### src/rtl/i2c_slave_pkg.sv
// Shared FSM state type, bus ACK/NACK levels and default address for the I2C slave core.
package i2c_slave_pkg;

    typedef enum logic [2:0] {
        ST_IDLE      = 3'd0,
        ST_ADDR      = 3'd1,
        ST_ADDR_ACK  = 3'd2,
        ST_RX_DATA   = 3'd3,
        ST_RX_ACK    = 3'd4,
        ST_TX_DATA   = 3'd5,
        ST_TX_ACK    = 3'd6,
        ST_WAIT_STOP = 3'd7
    } state_e;

    localparam logic       I2C_ACK            = 1'b0;
    localparam logic       I2C_NACK           = 1'b1;
    localparam logic [6:0] DEFAULT_SLAVE_ADDR = 7'h3C;

endpackage

### src/rtl/i2c_bus_sync.sv
// Two-flop synchronizers for SCL/SDA plus SCL edge and START/STOP condition decode.
module i2c_bus_sync
    import i2c_slave_pkg::*;
(
    input  logic clk_i,
    input  logic rst_n_i,
    input  logic scl_i,
    input  logic sda_i,
    output logic sda_o,
    output logic scl_rise_o,
    output logic scl_fall_o,
    output logic start_o,
    output logic stop_o
);

    logic [1:0] scl_sync_q;
    logic [1:0] sda_sync_q;
    logic       scl_dly_q;
    logic       sda_dly_q;
    logic       scl_s;
    logic       sda_s;

    // NOTE: flops use non-blocking assignments so every stage samples the pre-edge value of its predecessor.
    always_ff @(posedge clk_i or negedge rst_n_i) begin
        if (!rst_n_i) begin
            scl_sync_q <= 2'b11;
            sda_sync_q <= 2'b11;
            scl_dly_q  <= 1'b1;
            sda_dly_q  <= 1'b1;
        end else begin
            scl_sync_q <= {scl_sync_q[0], scl_i};
            sda_sync_q <= {sda_sync_q[0], sda_i};
            scl_dly_q  <= scl_sync_q[1];
            sda_dly_q  <= sda_sync_q[1];
        end
    end

    assign scl_s = scl_sync_q[1];
    assign sda_s = sda_sync_q[1];

    assign sda_o      = sda_s;
    assign scl_rise_o = scl_s & ~scl_dly_q;
    assign scl_fall_o = ~scl_s & scl_dly_q;
    // SCL must be high on both samples so a simultaneous SCL/SDA change is not taken as a condition.
    assign start_o    = scl_s & scl_dly_q & sda_dly_q & ~sda_s;
    assign stop_o     = scl_s & scl_dly_q & ~sda_dly_q & sda_s;

endmodule

### src/rtl/i2c_slave_core.sv
// I2C slave byte engine: address match, write receive, read transmit.
// Optional SCL clock stretching while waiting for a tx byte: define I2C_SLAVE_CLOCK_STRETCH_EN.
module i2c_slave_core
    import i2c_slave_pkg::*;
#(
    parameter logic [6:0] SLAVE_ADDR = DEFAULT_SLAVE_ADDR
) (
    input  logic       i2c_core_clock_i,
    input  logic       reset_bit_n_i,
    input  logic       scl_i,
    input  logic       sda_i,
    output logic       sda_oe_o,
    output logic       scl_oe_o,
    output logic [7:0] rx_data_o,
    output logic       rx_valid_o,
    input  logic [7:0] tx_data_i,
    input  logic       tx_valid_i,
    output logic       tx_ready_o,
    output logic       busy_o
);

`ifdef I2C_SLAVE_CLOCK_STRETCH_EN
    localparam logic STRETCH_EN = 1'b1;
`else
    localparam logic STRETCH_EN = 1'b0;
`endif

    logic sda_s;
    logic scl_rise;
    logic scl_fall;
    logic bus_start;
    logic bus_stop;

    i2c_bus_sync u_bus_sync (
        .clk_i      (i2c_core_clock_i),
        .rst_n_i    (reset_bit_n_i),
        .scl_i      (scl_i),
        .sda_i      (sda_i),
        .sda_o      (sda_s),
        .scl_rise_o (scl_rise),
        .scl_fall_o (scl_fall),
        .start_o    (bus_start),
        .stop_o     (bus_stop)
    );

    state_e     state_q,    state_d;
    logic [2:0] bit_cnt_q,  bit_cnt_d;
    logic       done_q,     done_d;
    logic [7:0] shift_q,    shift_d;
    logic       rw_q,       rw_d;
    logic       sda_oe_q,   sda_oe_d;
    logic       scl_oe_q,   scl_oe_d;
    logic       stretch_q,  stretch_d;
    logic       busy_q,     busy_d;
    logic [7:0] rx_data_q,  rx_data_d;
    logic       rx_valid_q, rx_valid_d;
    logic       tx_ready_q, tx_ready_d;
    logic       load_tx;

    always_ff @(posedge i2c_core_clock_i or negedge reset_bit_n_i) begin
        if (!reset_bit_n_i) begin
            state_q    <= ST_IDLE;
            bit_cnt_q  <= 3'd0;
            done_q     <= 1'b0;
            shift_q    <= 8'h00;
            rw_q       <= 1'b0;
            sda_oe_q   <= 1'b0;
            scl_oe_q   <= 1'b0;
            stretch_q  <= 1'b0;
            busy_q     <= 1'b0;
            rx_data_q  <= 8'h00;
            rx_valid_q <= 1'b0;
            tx_ready_q <= 1'b0;
        end else begin
            state_q    <= state_d;
            bit_cnt_q  <= bit_cnt_d;
            done_q     <= done_d;
            shift_q    <= shift_d;
            rw_q       <= rw_d;
            sda_oe_q   <= sda_oe_d;
            scl_oe_q   <= scl_oe_d;
            stretch_q  <= stretch_d;
            busy_q     <= busy_d;
            rx_data_q  <= rx_data_d;
            rx_valid_q <= rx_valid_d;
            tx_ready_q <= tx_ready_d;
        end
    end

    // NOTE: every signal written here gets a default first, so no path can leave one unassigned and infer a latch.
    always_comb begin
        state_d    = state_q;
        bit_cnt_d  = bit_cnt_q;
        done_d     = done_q;
        shift_d    = shift_q;
        rw_d       = rw_q;
        sda_oe_d   = sda_oe_q;
        scl_oe_d   = scl_oe_q;
        stretch_d  = stretch_q;
        busy_d     = busy_q;
        rx_data_d  = rx_data_q;
        rx_valid_d = 1'b0;
        tx_ready_d = 1'b0;
        load_tx    = 1'b0;

        if (bus_stop) begin
            state_d   = ST_IDLE;
            done_d    = 1'b0;
            sda_oe_d  = 1'b0;
            scl_oe_d  = 1'b0;
            stretch_d = 1'b0;
            busy_d    = 1'b0;
        end else if (bus_start) begin
            state_d   = ST_ADDR;
            bit_cnt_d = 3'd0;
            done_d    = 1'b0;
            sda_oe_d  = 1'b0;
            scl_oe_d  = 1'b0;
            stretch_d = 1'b0;
        end else begin
            unique case (state_q)
                ST_IDLE, ST_WAIT_STOP: ;
                ST_ADDR: begin
                    if (scl_rise) begin
                        shift_d   = {shift_q[6:0], sda_s};
                        bit_cnt_d = bit_cnt_q + 3'd1;
                        if (bit_cnt_q == 3'd7) begin
                            if (shift_q[6:0] == SLAVE_ADDR) begin
                                state_d = ST_ADDR_ACK;
                                rw_d    = sda_s;
                                busy_d  = 1'b1;
                            end else begin
                                state_d = ST_WAIT_STOP;
                                busy_d  = 1'b0;
                            end
                        end
                    end
                end
                // done_q marks the ACK slot as being driven; the second fall ends it.
                ST_ADDR_ACK: begin
                    if (scl_fall) begin
                        if (!done_q) begin
                            sda_oe_d = 1'b1;
                            done_d   = 1'b1;
                        end else begin
                            done_d    = 1'b0;
                            bit_cnt_d = 3'd0;
                            if (rw_q) begin
                                state_d = ST_TX_DATA;
                                load_tx = 1'b1;
                            end else begin
                                state_d  = ST_RX_DATA;
                                sda_oe_d = 1'b0;
                            end
                        end
                    end
                end
                ST_RX_DATA: begin
                    if (scl_rise) begin
                        shift_d   = {shift_q[6:0], sda_s};
                        bit_cnt_d = bit_cnt_q + 3'd1;
                        if (bit_cnt_q == 3'd7) begin
                            rx_data_d  = {shift_q[6:0], sda_s};
                            rx_valid_d = 1'b1;
                            done_d     = 1'b1;
                        end
                    end else if (scl_fall && done_q) begin
                        state_d  = ST_RX_ACK;
                        sda_oe_d = 1'b1;
                        done_d   = 1'b0;
                    end
                end
                ST_RX_ACK: begin
                    if (scl_fall) begin
                        state_d   = ST_RX_DATA;
                        sda_oe_d  = 1'b0;
                        bit_cnt_d = 3'd0;
                    end
                end
                ST_TX_DATA: begin
                    if (stretch_q) begin
                        if (tx_valid_i) begin
                            shift_d    = tx_data_i;
                            tx_ready_d = 1'b1;
                            sda_oe_d   = ~tx_data_i[7];
                            stretch_d  = 1'b0;
                        end
                    end else begin
                        // SCL is let go one cycle after the first bit is already on SDA.
                        if (scl_oe_q) begin
                            scl_oe_d = 1'b0;
                        end
                        if (scl_fall) begin
                            bit_cnt_d = bit_cnt_q + 3'd1;
                            if (bit_cnt_q == 3'd7) begin
                                state_d  = ST_TX_ACK;
                                sda_oe_d = 1'b0;
                            end else begin
                                shift_d  = {shift_q[6:0], 1'b0};
                                sda_oe_d = ~shift_q[6];
                            end
                        end
                    end
                end
                ST_TX_ACK: begin
                    if (scl_rise) begin
                        if (sda_s == I2C_ACK) begin
                            done_d = 1'b1;
                        end else begin
                            state_d = ST_WAIT_STOP;
                        end
                    end else if (scl_fall && done_q) begin
                        state_d   = ST_TX_DATA;
                        done_d    = 1'b0;
                        bit_cnt_d = 3'd0;
                        load_tx   = 1'b1;
                    end
                end
            endcase

            if (load_tx) begin
                if (tx_valid_i) begin
                    shift_d    = tx_data_i;
                    tx_ready_d = 1'b1;
                    sda_oe_d   = ~tx_data_i[7];
                end else if (STRETCH_EN) begin
                    stretch_d = 1'b1;
                    scl_oe_d  = 1'b1;
                    sda_oe_d  = 1'b0;
                end else begin
                    shift_d  = 8'hFF;
                    sda_oe_d = 1'b0;
                end
            end
        end
    end

    assign sda_oe_o   = sda_oe_q;
    assign rx_data_o  = rx_data_q;
    assign rx_valid_o = rx_valid_q;
    assign tx_ready_o = tx_ready_q;
    assign busy_o     = busy_q;

`ifdef I2C_SLAVE_CLOCK_STRETCH_EN
    assign scl_oe_o = scl_oe_q;
`else
    assign scl_oe_o = 1'b0;
`endif

endmodule

### config.mk
export PLATFORM = sky130hd
export DESIGN_NAME = i2c_slave_core
export DESIGN_NICKNAME = d
export VERILOG_FILES = /design/src/rtl/i2c_slave_pkg.sv /design/src/rtl/i2c_bus_sync.sv /design/src/rtl/i2c_slave_core.sv
export SDC_FILE = /design/constraint.sdc
export NUM_CORES = 1
export LEC_CHECK = 0
export BUFFER_PORTS_ARGS = -buffer_cell sky130_fd_sc_hd__buf_2
export CORE_ASPECT_RATIO = 0.75
export CORE_UTILIZATION = 57
export CTS_CLUSTER_DIAMETER = 60
export DETAILED_ROUTE_END_ITERATION = 7
export GPL_TIMING_DRIVEN = 0
export PLACE_DENSITY = 0.76
export RECOVER_POWER = 25
export SKIP_LAST_GASP = 1
export SYNTH_ARGS = -nofsm -noshare
export SYNTH_HDL_FRONTEND = slang
export SYNTH_SLANG_ARGS = --single-unit
### constraint.sdc
create_clock -name i2c_core_clock_i -period 2.4 [get_ports i2c_core_clock_i]
set_input_delay 0.24 -clock i2c_core_clock_i [delete_from_list [all_inputs] [get_ports i2c_core_clock_i]]
set_output_delay 0.24 -clock i2c_core_clock_i [all_outputs]
set_load 0.03 [all_outputs]
Word level (Yosys, flattened, before mapping) --
Cells that the tools add are included.
Storage, ports and cells: flip-flop bits (word level) 34, bits in latches 0, bits in writable memories 0, ROM bits 0, bits of input ports 13, output and inout bits 13, logic and storage cells 184, memories 0
Operators by class: add/sub/neg operators 1, multipliers 0, divide/modulo/power cells 0, order comparisons 0, eq/ne operators 42, shift operators 0, mux-type cells 92, bitwise gates (word level) 15, reduce and logical (&&, ||, !) cells 19
Operators with widths (count):
- 3-bit 2-to-1 mux | 26
- 1-bit 2-to-1 mux | 53
- 4-bit != test, second input constant | 13
- 7-bit 2-to-1 mux | 7
- 5-bit != test, second input constant | 7
- 3-bit != test, second input constant | 7
- 6-bit != test, second input constant | 3
- 3-bit one-hot mux with 6 select lines | 1
- 3-bit one-hot mux with 5 select lines | 1
- 7-bit one-hot mux with 2 select lines | 1
- 13-bit AND reduction | 1
- 3-bit == test, second input constant | 4
- 10-bit AND reduction | 1
- 1-bit NOT | 8
- 4-bit AND reduction | 2
- 8-bit AND reduction | 1
- 8-bit nonzero test | 1
- 1-bit bitwise AND | 7
- 7-bit by 6-bit == test with 1-bit output, second input constant | 1
- 7-bit AND reduction | 1
- 7-bit nonzero test | 1
- 3-bit by 2-bit == test with 1-bit output, second input constant | 2
- 3-bit by 1-bit != test with 1-bit output, second input constant | 2
- 6-bit AND reduction | 1
- other kinds (14) | 17

Longest topological paths before layout --
depth in word-level cells 11, mapped depth 8, gate-level depth less buffers 8

Cells and area by module --
A second synthesis with hierarchy kept.
Second synthesis, totals: cells, all modules 205, area total of the unflattened synthesis 2009.4 um^2
By module, submodules not included:
- i2c_slave_core | instances 1, cells an instance 195, area each 1819.2 um^2, seq. area each 700.7 um^2
- i2c_bus_sync | instances 1, cells an instance 10, area each 190.2 um^2, seq. area each 157.7 um^2

Worst setup path before layout --
OpenSTA, ideal clock, no wires.
kind register to register, start point register u_bus_sync.scl_sync_q[1], end point register state_q[1], library setup time 0.128 ns, arrival 1.880 ns, required time 2.272 ns, setup slack 0.393 ns, cell stages (with the launch flop) 8, path buffers 1, period minus slack after synthesis 2.007 ns, cells stage by stage dfstp_2 buf_6 nand2_1 nor3b_2 and4bb_1 nor3_2 nor2b_4 mux2_1
Between the ends: longest elaborated chain between the ends 5, elaborated cells on any way between the ends 27, those cells by class eq/ne: 12; mux: 4; bitwise: 8; reduce/logical: 3
RTL lines:
- start: declaration | line i2c_bus_sync.sv:16 | logic [1:0] scl_sync_q;
- start signal: assignment | line i2c_bus_sync.sv:31 | scl_sync_q <= {scl_sync_q[0], scl_i};
- 1-bit bitwise AND, or another cell as far along | line i2c_bus_sync.sv:45, i2c_bus_sync.sv:46
- 1-bit bitwise AND, or another cell as far along (2 in series) | line i2c_bus_sync.sv:45 | assign start_o = scl_s & scl_dly_q & sda_dly_q & ~sda_s;
- 5-bit by 4-bit != test with 1-bit output (no source line), or another cell as far along
- 13-bit AND reduction (no source line) or 3-bit 2-to-1 mux (tied branches)
- end signal: assignment | line i2c_slave_core.sv:75 | state_q <= state_d;
- end: declaration | line i2c_slave_core.sv:46 | state_e state_q, state_d;
Parallel ways exist; a longest one is shown, timed or not. A chain may end at the register's enable or synchronous reset.

Final worst setup path --
start point register u_bus_sync.sda_sync_q[1], end point register state_q[1]
Between the ends: longest elaborated chain between the ends 4, elaborated cells on any way between the ends 19, those cells by class eq/ne: 12; mux: 2; bitwise: 3; reduce/logical: 2
RTL lines:
- start: declaration | line i2c_bus_sync.sv:17 | logic [1:0] sda_sync_q;
- start signal: assignment | line i2c_bus_sync.sv:32 | sda_sync_q <= {sda_sync_q[0], sda_i};
- 1-bit NOT | line i2c_bus_sync.sv:45
- 1-bit bitwise AND | line i2c_bus_sync.sv:45
- 5-bit by 4-bit != test with 1-bit output (no source line), or another cell as far along
- 13-bit AND reduction (no source line) or 3-bit 2-to-1 mux (tied branches)
Parallel ways exist; a longest one is shown, timed or not.

==> impl_metrics.json <==
{
  "yosysWarningCount": 0,
  "critPathTopFamily": "simple AND/OR/NAND/NOR gates",
  "synth_ff_type": "dfrtp_1",
  "violations": "capacitance limit, slew limit",
  "cts.sinks": 34,
  "clkTransAtPathRegs_ns": 0.06,
  "vias": 1683,
  "rsz0062_at_grt": "no",
  "ys_seq_area_frac": 0.4298,
  "finalCritPeriodShare": 0.9541,
  "worstPathMaxFanout": 8,
  "relSlewSlack": -0.1622,
  "netlist_instances": 212,
  "ctsHtreeMaxLevel": 2,
  "synthTopCellsByArea": "dfrtp_1, dfstp_2, o21ai_0",
  "hold_buffers": 0,
  "cp-end-kind": "flop",
  "grt_max_degree": 35,
  "diodes": 0,
  "hold_class": "in2reg",
  "clk_path_buf_depth": 2,
  "cp-start-kind": "flop",
  "track_usage": 0.2569,
  "p_leak_nw": 1.053,
  "worst_ir_drop_vdd_mv": 0.5451,
  "avgRoutedWirePerCell_um": 15.73,
  "synth_most_common_cell": "dfrtp_1",
  "worst_clock_skew_ns": 0.002939,
  "async_reset_ff_frac": 1.000,
  "cpMaxStageDelayCell": "dfstp_2",
  "syn_nets": 227,
  "top_level_ports": 26,
  "cts_resized": 0,
  "numPlacedInstances": 276,
  "tightest_slew_ns": 1.743,
  "criticalPathCategory": "reg2reg",
  "die_x_um": 70.35,
  "setup_viol": 0,
  "portBuffers": 24,
  "tns_ns": 0,
  "grt-ovfl-total": 0,
  "cts_root_buffer": "clkbuf_8",
  "synth_cell_type_count": 55,
  "synth.avg_cell_area_um2": 9.419,
  "post-dp-hpwl_um": 3244,
  "coreArea_mm2": 0.003311,
  "post_cts_buffers": 0,
  "grt_pass1_vias": 1471,
  "syn_to_final_growth_pct": 13.78,
  "ys_ff_latch": 34,
  "min_period_ns": 2.290,
  "cp_cell_sequence": "buf_2, nor3b_2, and4bb_1, nor3_2, nor2b_4, mux2_1",
  "outcome": "finished with violations",
  "maxCapViolCount": 1,
  "final_antenna_net_count": 0,
  "insertion_delay_ns": 0.28,
  "synth_area_mm2": 0.001997,
  "layoutNonFillerInstCount": 284,
  "p_per_area_mw_per_mm2": 1067,
  "critPathArrivalTime_ns": 2.46,
  "fmax_ghz": 0.4367,
  "cp_slowest_stage_delay_ns": 0.53,
  "routabilityCongestion": 1.003,
  "finalHoldViolCount": 0,
  "placed_area_mm2": 0.002167,
  "yosys.area.top_type_share": 0.3509,
  "routed_via_density": 5.926,
  "cts_buffers": 5,
  "fill_cells": 273,
  "wl_um": 4466,
  "stdcell_area_mm2": 0.002272,
  "drt-initial-drc-count": 170,
  "ys_top_cells_by_count": "dfrtp_1, o21ai_0, nand2_1",
  "cp.required_ns": 2.57,
  "dieArea_mm2": 0.003747,
  "fp-row-count": 18,
  "dr.pass1.iters": 4,
  "antenna_found_initial": 0,
  "route.detailed.drc": 0,
  "start_util": 0.6032,
  "fp.dieH_um": 53.26,
  "cts_tree": "done",
  "layout-drive-gt1-share": 0.2623,
  "cp_num_buf_inv": 1,
  "grt_first_pass_wirelength_um": 7210,
  "finalMaxSlewViolations": 35,
  "r2r_slack_ns": 0.11,
  "nNetsFinal": 258,
  "synth_area_leader_cell": "dfrtp_1",
  "synth_edf_count": 0
}
[placed cells by master, fill, tap and decap left out, drive strengths merged, types with 2 or more instances in the layout]
master / count
buf: 33
o221ai: 6
o31ai: 2
nand3: 5
nor3b: 3
dfrtp: 28
ha: 2
nand2b: 6
nor2: 15
mux2: 11
and3: 3
dfstp: 6
or4: 2
a31oi: 2
nand2: 20
nor2b: 7
or3: 2
o21ai: 23
a21oi: 13
o211ai: 4
clkbuf: 12
o2111ai: 2
inv: 13
nor3: 2
[worst register-to-register path: cells and delay by family, from the launching register on]
kind,cells,cell delay (ns)
and+or+nand+nor,4,1.10
DFF,1,0.53
muxes,1,0.33
buffers and inverters,1,0.21
[flip-flops by register name (all words and copies together), names as in the netlist]
signal                 flops
tx_ready_o                 1
bit_cnt_q                  3
rw_q                       1
rx_data_o                  8
shift_q                    7
done_q                     1
stretch_q                  1
u_bus_sync.scl_sync_q      2
u_bus_sync.scl_dly_q       1
sda_oe_o                   1
u_bus_sync.sda_dly_q       1
u_bus_sync.sda_sync_q      2
state_q                    3
busy_o                     1
rx_valid_o                 1
[cell type report]
class                           count  area, um2  area share
Inverter                           13      48.80     0.02148
Sequential cell                    34      858.3      0.3778
Multi-Input combinational cell    151       1006      0.4427
Clock buffer                        7      76.32     0.03359
Buffer                             14      83.83     0.03689
Clock inverter                      1      30.03     0.01322
Tap cell                           40      50.05     0.02203
Timing Repair Buffer               24      118.9     0.05231
[where the power goes]
part | internal (mW) | switching, mW | leakage, nW
clock network | 0.310 | 0.197 | 0.0524
registers | 0.696 | 0.0941 | 0.432
logic | 0.457 | 0.669 | 0.568
[metal layers]
layer  routed length, um  up-vias  global-route usage
li1                    -      827                   -
met3                 397        7             0.07048
met1                2264      774              0.3920
met2                1760       75              0.3444
met4                  44        0             0.08000
met5                   0        -                   0
[metrics by stage]
step | worst slack (ns) | utilization | hold slack (ns) | power [mW]
detailed placement | 0.1547 | 0.6546 | 0.3369 | 1.894
global placement | 0.1389 | 0.6546 | 0.3377 | 1.881
CTS | 0.1251 | 0.6867 | 0.03300 | 2.409
global route | 0.007632 | 0.6863 | 0.03928 | 2.593
floorplan | 0.3926 | - | -0.05559 | 1.645
finish | 0.1102 | 0.6863 | 0.05049 | 2.424
[final timing paths]
check	from	to	depth (start not counted)
hold / removal	scl_i	u_bus_sync.scl_sync_q[0]	1
setup / recovery	u_bus_sync.sda_sync_q[1]	state_q[1]	6
setup reg to reg	u_bus_sync.sda_sync_q[1]	state_q[1]	6
max in group asynchronous	reset_bit_n_i	bit_cnt_q[0]	1
hold reg to reg	u_bus_sync.scl_sync_q[0]	u_bus_sync.scl_sync_q[1]	0
min in group asynchronous	reset_bit_n_i	rx_data_o[5]	1
[cell families (layout without fill, tap and decap cells)]
family | after synthesis | in the layout | share of synthesized area
other | 1 | 1 | 0.001878
muxes | 12 | 12 | 0.06892
AOI/OAI and AO/OA | 64 | 64 | 0.2174
DFF | 34 | 34 | 0.4298
xor gates and xnor gates | 1 | 1 | 0.004387
and+or+nand+nor | 70 | 70 | 0.1936
adders and majority gates | 3 | 3 | 0.01754
buffers and inverters | 27 | 59 | 0.06641
Note: power is estimated with default switching activity, not from simulation.
